`src/rtl/fir_filter_tdm_if.sv`:
```
// Streaming and coefficient-port bundle for fir_filter_tdm.
// The slave modport is the filter's view; master is the source/sink/host side.
interface fir_filter_tdm_if #(
   parameter int N_TAPS    = 4,
   parameter int WW_INPUT  = 8,
   parameter int WW_COEFF  = 8,
   parameter int WW_OUTPUT = 8
);
   localparam int CNT_W = $clog2(N_TAPS);

   logic signed [WW_INPUT-1:0]  i_is_data;
   logic                        i_is_dv;
   logic                        o_is_rfd;
   logic signed [WW_OUTPUT-1:0] o_os_data;
   logic                        o_os_dv;
   logic                        i_os_rfd;
   logic                        i_coeff_wr;
   logic [CNT_W-1:0]            i_coeff_addr;
   logic signed [WW_COEFF-1:0]  i_coeff_data;

   modport master (
      output i_is_data, i_is_dv, i_os_rfd, i_coeff_wr, i_coeff_addr, i_coeff_data,
      input  o_is_rfd, o_os_data, o_os_dv
   );

   modport slave (
      input  i_is_data, i_is_dv, i_os_rfd, i_coeff_wr, i_coeff_addr, i_coeff_data,
      output o_is_rfd, o_os_data, o_os_dv
   );
endinterface

```
`src/rtl/fir_filter_tdm.sv`:
```
// Time-multiplexed FIR: one shared MAC walks N_TAPS taps per sample, dv/rfd on both sides.
// Optional round-half-up on the output is enabled by defining FIR_ROUND_EN.
module fir_filter_tdm #(
   parameter int N_TAPS    = 4,
   parameter int WW_INPUT  = 8,
   parameter int WW_COEFF  = 8,
   parameter int WW_OUTPUT = 8
) (
   input  logic              clk,
   input  logic              i_rst,
   input  logic              i_en,
   fir_filter_tdm_if.slave   bus
);
   localparam int PROD_W = WW_INPUT + WW_COEFF;
   localparam int CNT_W  = $clog2(N_TAPS);
   localparam int ACC_W  = PROD_W + CNT_W;
   localparam int RND_SH = (WW_OUTPUT < PROD_W) ? (PROD_W - 1 - WW_OUTPUT) : 0;
   localparam logic [CNT_W-1:0] LAST_TAP = CNT_W'(N_TAPS - 1);
   localparam logic [CNT_W:0]   TAP_LIM  = (CNT_W + 1)'(N_TAPS);

   typedef enum logic [1:0] {IDLE, MAC, OUT} state_t;

   state_t                      state;
   logic [CNT_W-1:0]            cnt;
   logic signed [ACC_W-1:0]     acc;
   logic signed [WW_INPUT-1:0]  taps   [N_TAPS];
   logic signed [WW_COEFF-1:0]  coeffs [N_TAPS];
   logic                        pend_wr;
   logic [CNT_W-1:0]            pend_addr;
   logic signed [WW_COEFF-1:0]  pend_data;
   logic signed [WW_OUTPUT-1:0] os_data;
   logic                        os_dv;
   logic                        is_rfd;

   logic signed [PROD_W-1:0]    prod;
   logic signed [ACC_W-1:0]     sum;
   logic                        addr_ok;

   function automatic logic signed [ACC_W-1:0] round_half(input logic signed [ACC_W-1:0] v);
`ifdef FIR_ROUND_EN
      if (WW_OUTPUT < PROD_W) return v + (ACC_W'(1) << RND_SH);
      else                    return v;
`else
      return v;
`endif
   endfunction

   // Bits above the output field must all match the sign, otherwise clamp.
   function automatic logic signed [WW_OUTPUT-1:0] saturate(input logic signed [ACC_W-1:0] v);
      logic [ACC_W-PROD_W:0] hi;
      hi = v[ACC_W-1:PROD_W-1];
      if (hi == '0 || hi == '1) return v[PROD_W-1 -: WW_OUTPUT];
      else if (v[ACC_W-1])      return {1'b1, {(WW_OUTPUT-1){1'b0}}};
      else                      return {1'b0, {(WW_OUTPUT-1){1'b1}}};
   endfunction

   assign prod    = PROD_W'(coeffs[cnt]) * PROD_W'(taps[cnt]);
   assign sum     = acc + ACC_W'(prod);
   assign addr_ok = {1'b0, bus.i_coeff_addr} < TAP_LIM;

   assign bus.o_is_rfd  = is_rfd;
   assign bus.o_os_data = os_data;
   assign bus.o_os_dv   = os_dv;

   always_ff @(posedge clk or posedge i_rst) begin
      if (i_rst) begin
         state     <= IDLE;
         cnt       <= '0;
         acc       <= '0;
         for (int k = 0; k < N_TAPS; k++) begin
            taps[k]   <= '0;
            coeffs[k] <= '0;
         end
         pend_wr   <= 1'b0;
         pend_addr <= '0;
         pend_data <= '0;
         os_data   <= '0;
         os_dv     <= 1'b0;
         is_rfd    <= 1'b1;
      end else if (i_en) begin
         case (state)
            IDLE: begin
               // A write landing with an accept is parked until the sample completes.
               if (bus.i_coeff_wr && addr_ok) begin
                  if (bus.i_is_dv) begin
                     pend_wr   <= 1'b1;
                     pend_addr <= bus.i_coeff_addr;
                     pend_data <= bus.i_coeff_data;
                  end else begin
                     coeffs[bus.i_coeff_addr] <= bus.i_coeff_data;
                  end
               end
               if (bus.i_is_dv) begin
                  taps[0] <= bus.i_is_data;
                  for (int k = 1; k < N_TAPS; k++) taps[k] <= taps[k-1];
                  acc    <= '0;
                  cnt    <= '0;
                  is_rfd <= 1'b0;
                  state  <= MAC;
               end
            end
            MAC: begin
               acc <= sum;
               cnt <= cnt + 1'b1;
               if (cnt == LAST_TAP) begin
                  os_data <= saturate(round_half(sum));
                  os_dv   <= 1'b1;
                  state   <= OUT;
               end
            end
            OUT: begin
               if (bus.i_os_rfd) begin
                  os_dv  <= 1'b0;
                  is_rfd <= 1'b1;
                  state  <= IDLE;
                  if (pend_wr) begin
                     coeffs[pend_addr] <= pend_data;
                     pend_wr           <= 1'b0;
                  end
               end
            end
            default: state <= IDLE;
         endcase
      end
   end
endmodule

```
`src/flat_wrapper.sv`:
```
// flat-port wrapper written by rule: the top's interface ports become plain ports
module fir_filter_tdm_flat 
#(
   parameter int N_TAPS    = 4,
   parameter int WW_INPUT  = 8,
   parameter int WW_COEFF  = 8,
   parameter int WW_OUTPUT = 8
)
  (clk, i_rst, i_en, bus_i_is_data, bus_i_is_dv, bus_i_os_rfd, bus_i_coeff_wr, bus_i_coeff_addr, bus_i_coeff_data, bus_o_is_rfd, bus_o_os_data, bus_o_os_dv);
  fir_filter_tdm_if #(.N_TAPS(N_TAPS), .WW_INPUT(WW_INPUT), .WW_COEFF(WW_COEFF), .WW_OUTPUT(WW_OUTPUT)) bus_i ();
  input  logic clk;
  input  logic i_rst;
  input  logic i_en;
  input wire logic [$bits(bus_i.i_is_data)-1:0] bus_i_is_data;
  input wire logic [$bits(bus_i.i_is_dv)-1:0] bus_i_is_dv;
  input wire logic [$bits(bus_i.i_os_rfd)-1:0] bus_i_os_rfd;
  input wire logic [$bits(bus_i.i_coeff_wr)-1:0] bus_i_coeff_wr;
  input wire logic [$bits(bus_i.i_coeff_addr)-1:0] bus_i_coeff_addr;
  input wire logic [$bits(bus_i.i_coeff_data)-1:0] bus_i_coeff_data;
  output wire logic [$bits(bus_i.o_is_rfd)-1:0] bus_o_is_rfd;
  output wire logic [$bits(bus_i.o_os_data)-1:0] bus_o_os_data;
  output wire logic [$bits(bus_i.o_os_dv)-1:0] bus_o_os_dv;
  assign bus_i.i_is_data = bus_i_is_data;
  assign bus_i.i_is_dv = bus_i_is_dv;
  assign bus_i.i_os_rfd = bus_i_os_rfd;
  assign bus_i.i_coeff_wr = bus_i_coeff_wr;
  assign bus_i.i_coeff_addr = bus_i_coeff_addr;
  assign bus_i.i_coeff_data = bus_i_coeff_data;
  assign bus_o_is_rfd = bus_i.o_is_rfd;
  assign bus_o_os_data = bus_i.o_os_data;
  assign bus_o_os_dv = bus_i.o_os_dv;
  fir_filter_tdm #(.N_TAPS(N_TAPS), .WW_INPUT(WW_INPUT), .WW_COEFF(WW_COEFF), .WW_OUTPUT(WW_OUTPUT)) u_core (.clk(clk), .i_rst(i_rst), .i_en(i_en), .bus(bus_i));
endmodule
```
`config.mk`:
```
export PLATFORM = sky130hd
export DESIGN_NAME = fir_filter_tdm_flat
export DESIGN_NICKNAME = d
export VERILOG_FILES = /design/src/rtl/fir_filter_tdm_if.sv /design/src/rtl/fir_filter_tdm.sv /design/src/flat_wrapper.sv
export SDC_FILE = /design/constraint.sdc
export NUM_CORES = 1
export LEC_CHECK = 0
export CORE_UTILIZATION = 35
export CTS_CLUSTER_DIAMETER = 100
export DETAILED_ROUTE_END_ITERATION = 8
export PLACE_DENSITY = 0.56
export SYNTH_ARGS = -nofsm -noshare
export SYNTH_HDL_FRONTEND = slang
export SYNTH_SLANG_ARGS = --single-unit
```
`constraint.sdc`:
```
create_clock -name clk -period 6.35 [get_ports clk]
set_input_delay 0.9525 -clock clk [delete_from_list [all_inputs] [get_ports clk]]
set_output_delay 0.9525 -clock clk [all_outputs]
set_load 0.05 [all_outputs]
```
---- Word-level counts from Yosys, hierarchy flattened ----
Cells that the tools add are included.
word-level totals
  register bits after elaboration ......... 107
  word-level logic and storage cells ...... 91
  output and inout port bits .............. 10
cells by class
  muxes and demuxes ....................... 36
  bitwise gates (word level) .............. 3
  order comparisons ....................... 5
  multipliers ............................. 1
  equality and inequality tests ........... 10
  reductions and logical operators ........ 17
  $add $sub $neg .......................... 2
operators by type and width
  kind                                                         number
  2-to-1 mux 32 bit                                            4
  bitwise mux 32 bit                                           2
  2-to-1 mux 8 bit                                             8
  one-hot mux 32 bit (2 select lines)                          1
  one-hot mux 18 bit (2 select lines)                          1
  binary-select mux 8 bit (select 2 bit)                       2
  demux 8 bit (select 2 bit)                                   2
  adder 18 x 16 -> 18 bit                                      1
  2-to-1 mux 18 bit                                            1
  multiplier 8 x 8 -> 16 bit                                   1
  AND reduction 4 bit                                          4
  >= comparator 3 bit (second input constant)                  3
  inverter 2 -> 3 bit                                          3
  AND reduction 3 bit                                          3
  2-to-1 mux 2 bit                                             4
  inequality test 2 bit (second input constant)                4
  less-than comparator 3 x 1 -> 1 bit (second input constant)  2
  2-to-1 mux 1 bit                                             6
  one-hot mux 1 bit (2 select lines)                           3
  one-hot mux 2 bit (3 select lines)                           1
  AND reduction 6 bit                                          1
  nonzero test 2 bit                                           3
  AND reduction 5 bit                                          1
  == test 2 bit (second input constant)                        2
  other kinds (9)                                              11

---- Longest topological paths before layout ----
  depth in word-level cells ............... 9
  gate-level depth with buffers ........... 23

---- Worst setup path after synthesis ----
Ideal clock, no wire load.
  path type ............................... register to register
  start point ............................. reg u_core.cnt[0]
  end point ............................... reg u_core.os_data[5], in the netlist u_core.bus.o_os_data[5]
  setup time .............................. 137 ps
  required time ........................... 6213 ps
  period minus slack after synthesis ...... 6138 ps
  arrival ................................. 6001 ps
  buffers on the path ..................... 2
  cell stages (with the launch flop) ...... 22
  path slack .............................. 212 ps
  cell sequence ........................... dfrtp_1 -> buf_2 -> buf_2 -> mux4_2 -> nand2_1 -> inv_1 -> fa_1 -> inv_1 -> fa_1 -> inv_1 -> fa_1 -> fa_1 -> ha_1 -> ha_1 -> and2_1 -> a221o_1 -> a2111oi_2 -> a21oi_1 -> xnor2_1 -> nor2_1 -> nor2_2 -> o211ai_1
on the way
  longest elaborated chain between the ends .. 9
  elaborated cells between the ends (all ways) .. 16
RTL lines
  element                                              line                   text
  from (decl)                                          fir_filter_tdm.sv:24   logic [CNT_W-1:0] cnt;
  from (signal assigned)                               fir_filter_tdm.sv:104  cnt <= cnt + 1'b1;
  inverter 2 -> 3 bit (not written as such)            fir_filter_tdm.sv:57   assign prod = PROD_W'(coeffs[cnt]) * PROD_W'(taps[cnt]);
  binary-select mux 8 bit (select 2 bit)               fir_filter_tdm.sv:57
  2-to-1 mux 8 bit (not written as such) (2 in a row)  fir_filter_tdm.sv:57
  multiplier 8 x 8 -> 16 bit                           fir_filter_tdm.sv:57
  adder 18 x 16 -> 18 bit                              fir_filter_tdm.sv:58   assign sum = acc + ACC_W'(prod);
  == test 3 bit or zero test 3 bit (tied branches)     fir_filter_tdm.sv:52   if (hi == '0 || hi == '1) return v[PROD_W-1 -: WW_OUTPUT];
  logical OR 1 bit                                     fir_filter_tdm.sv:52
  2-to-1 mux 8 bit                                     fir_filter_tdm.sv:52
  to (signal assigned)                                 fir_filter_tdm.sv:106  os_data <= saturate(round_half(sum));
  to (decl)                                            fir_filter_tdm.sv:31   logic signed [WW_OUTPUT-1:0] os_data;
Parallel ways exist; a longest one is shown, timed or not. The select of a mux whose other input is x is not followed.
A chain may end at the register's enable or synchronous reset.

---- Final worst setup path ----
Same ends and word-level chain as after synthesis.

==> results.md <==
* TritonCTS clock tree: yes
* Initial antenna violation count at 0
* Area grow syn2layout at 14.6%
* Clk root buf: clkbuf_16
* Avg Vias per Cell at between 5 and 6
* Vias in the first global route at 5843
* Distinct cells, synth at 51
* Synth Instances at 740
* Antenna diode count at 0
* M1 WL at around 8600 um
* Initial Util at 0.355
* Final Net Count at around 940
* Drt first pass iters at 5
* CP Launch Type: flip-flop
* Most frequent cells in the layout: dfrtp_1 (106), nand2_1 (105), inv_1 (89)
* DRT iter0 DRCs at 251
* Fillers at between 2000 and 2500
* Routed len/inst at 16.7 um
* Slew margin rel. at 0.416
* Yosys warns at 0
* Final setup viols at 0
* RD Place Congestion at slightly below 0.8
* Arrival time worst endpoint at about 6.3 ns
* Worst hold path startpoint: u_core.acc[6]
* Die Y at around 150 um
* Detailed placement HPWL at ~14000 um
* Final slew viol count at 0
* Syn Area/Cell at around 11 um2
* Status: finished, final reports clean
* CP Data Required Time at 6.59 ns
* Clock Path Buffers at 2
* Final min period at around 6.1 ns
* Final wirelength at between 15000 and 20000 um
* Via Count at 5493
* WHS Path Cells at 2
* Setup CP Type: reg -> reg
* CP dominant cell by count: fa_1
* DP Area at 0.00884 mm2
* IO Count at 34
* Worst Path Max Fanout at 20
* First-pass GRT wire length at between 30000 and 40000 um
* DRT antenna net count at 0
* Met3 WL at ~580 um
* Max cap viols at 0
* Slowest stage delay, CP at approximately 0.61 ns
* Die W at between 150 and 200 um
* # rows at 55
* Worst flop-to-flop path endpoint: u_core.bus.o_os_data[5]
* Final hold violations at 0
* Worst Reg2Reg Path Length in Cells at 20
* Top FF cell, synth: dfrtp_1
* Ys async rst share at 1.00
* F_max at approximately 160 MHz
* Die area at 0.0235 mm2
* CTS Hold Bufs at 0
* Share of cells above drive strength 1 at 0.139
* Fin area at 0.00919 mm2
* GRT Residual Overflow at 0
* Sequential share of the synthesized area at 0.334
* Non-filler cells, final at around 1100
* Most common cell after layout, fill and taps aside: dfrtp_1
* Crit end category: flip-flop
* #FFs+latches synth at 107
* Multi-input logic area at approximately 0.005 mm2
* Met2 wire length at 8560 um
* Crit share post-route at 0.955
* Largest net degree at the start of global routing at 60
* Clk_lat worst skew at ~0.37 ns
* Remaining DRCs at 0
* Worst R2R Start: u_core.cnt[0]
* Core area at approximately 0.023 mm2
* GRT Util Overall at 0.168
* Port bufs at 33
* Sink Count at roughly 110
* Hold WC Path Type: reg -> reg
* TritonCTS buffer count at 9
* Setup Skew at approximately 0.015 ns
* Reg clk slew, reported paths at about 0.08 ns
* Critical Path Slowest Stage Cell: mux4_2
* Placed Cells incl. Taps at ~1100
* Reg2Reg Setup Slack at 0.29 ns
* Post-Syn Area at between 0.008 and 0.009 mm2
* Area occupied by registers at roughly 0.0027 mm2
* WHS Endpoint: u_core.acc[6]
* Post-synth EDFFs at 0
* Critical-path cell list: buf_12 > mux4_2 > nand2_1 > inv_1 > fa_1 > inv_1 > fa_1 > inv_1 > fa_1 > fa_1 > ha_1 > ha_1 > and2_1 > a221o_1 > a2111oi_2 > a21oi_1 > xnor2_1 > nor2_1 > nor2_4 > o211ai_1
* Htree depth at 3
* Syn_nets at just under 900
* Worst slew pin tran at 0.874 ns
* Top layer in use: met4
-- critical path, delay by kind of cell (launching register included) --
kind,cells,cell delay (ns)
xor+xnor,1,0.29
fa+ha+maj,6,2.56
compound gates,4,1.00
buf+inv,4,0.42
mux,1,0.61
simple gates,4,0.67
flops,1,0.38
-- kinds of logic (layout without fill, tap and decap cells) --
| group | count (synthesis) | count (layout) | synth area share |
|---|---|---|---|
| buf+inv | 109 | 163 | 0.0518 |
| mux | 59 | 59 | 0.104 |
| xor+xnor | 18 | 18 | 0.0220 |
| compound gates | 139 | 139 | 0.117 |
| fa+ha+maj | 123 | 123 | 0.267 |
| flops | 107 | 107 | 0.334 |
| simple gates | 185 | 185 | 0.104 |
-- registers in the layout (all words and copies together) (netlist names) --
name,cells
u_core.acc,18
u_core.bus.o_is_rfd,1
u_core.bus.o_os_data,8
u_core.bus.o_os_dv,1
u_core.cnt,2
u_core.coeffs,32
u_core.pend_addr,2
u_core.pend_data,8
u_core.pend_wr,1
u_core.state,2
u_core.taps,32
-- synth_stat cells (5+ instances only) --
| library cell | number | area (um2) |
|---|---|---|
| fa_1 | 80 | 1600 |
| ha_1 | 43 | 538 |
| buf_2 | 5 | 25.0 |
| nor2_1 | 22 | 82.6 |
| o21bai_1 | 7 | 52.6 |
| xnor2_1 | 12 | 105 |
| mux2_2 | 43 | 484 |
| dfrtp_1 | 106 | 2650 |
| a22oi_1 | 32 | 240 |
| nand2_1 | 106 | 398 |
| mux4_2 | 15 | 338 |
| and3_1 | 7 | 43.8 |
| inv_1 | 90 | 338 |
| xor2_1 | 5 | 43.8 |
| and2_1 | 34 | 213 |
| o21ai_0 | 52 | 260 |
| a21oi_1 | 10 | 50.1 |
| clkbuf_1 | 12 | 45.0 |
-- worst max path at each step --
stage,end,depth (start not counted),start,slack (ns)
after floorplan,u_core.bus.o_os_data[5],21,u_core.cnt[0],0.21
after global placement,u_core.bus.o_os_data[4],18,u_core.cnt[0],0.34
after detailed placement,u_core.bus.o_os_data[5],19,u_core.cnt[0],0.23
after CTS,u_core.bus.o_os_data[5],18,u_core.cnt[0],0.22
after global routing,u_core.bus.o_os_data[3],18,u_core.cnt[0],-0.008
final,u_core.bus.o_os_data[5],20,u_core.cnt[0],0.29
-- repair_timing --
action                     4_1_cts  5_1_grt
hold endpoints to repair         0        0
resized for setup                0        2
setup buffers                    0        1
setup endpoints to repair        0        7
-- final cells by class --
| class | instances | share of cell area |
|---|---|---|
| multi-input cells | 524 | 0.537 |
| clock inverters | 7 | 0.0125 |
| repair buffers | 57 | 0.0583 |
| flip-flops and latches | 107 | 0.291 |
| inverters | 90 | 0.0370 |
| well taps | 285 | 0.0388 |
| clock buffers | 9 | 0.0245 |
-- stage by stage --
| stage | setup TNS (ns) | setup WS (ns) | util | hold slack [ns] |
|---|---|---|---|---|
| floorplan | 0 | 0.212 | - | 0.445 |
| global placement | 0 | 0.343 | 0.391 | 0.461 |
| detailed placement | 0 | 0.233 | 0.391 | 0.467 |
| CTS | 0 | 0.221 | 0.407 | 0.487 |
| global route | -0.0282 | -0.00803 | 0.407 | 0.510 |
| finish | 0 | 0.286 | 0.407 | 0.480 |
-- metal layers --
metal | GRT usage | vias to the layer above
met5 | 0 | -
li1 | - | 2595
met4 | 0.0610 | 0
met3 | 0.0201 | 18
met2 | 0.273 | 111
met1 | 0.230 | 2769
Power is not shown: default switching activity piles up to over one toggle a cycle in this logic, so the estimate is an artifact.
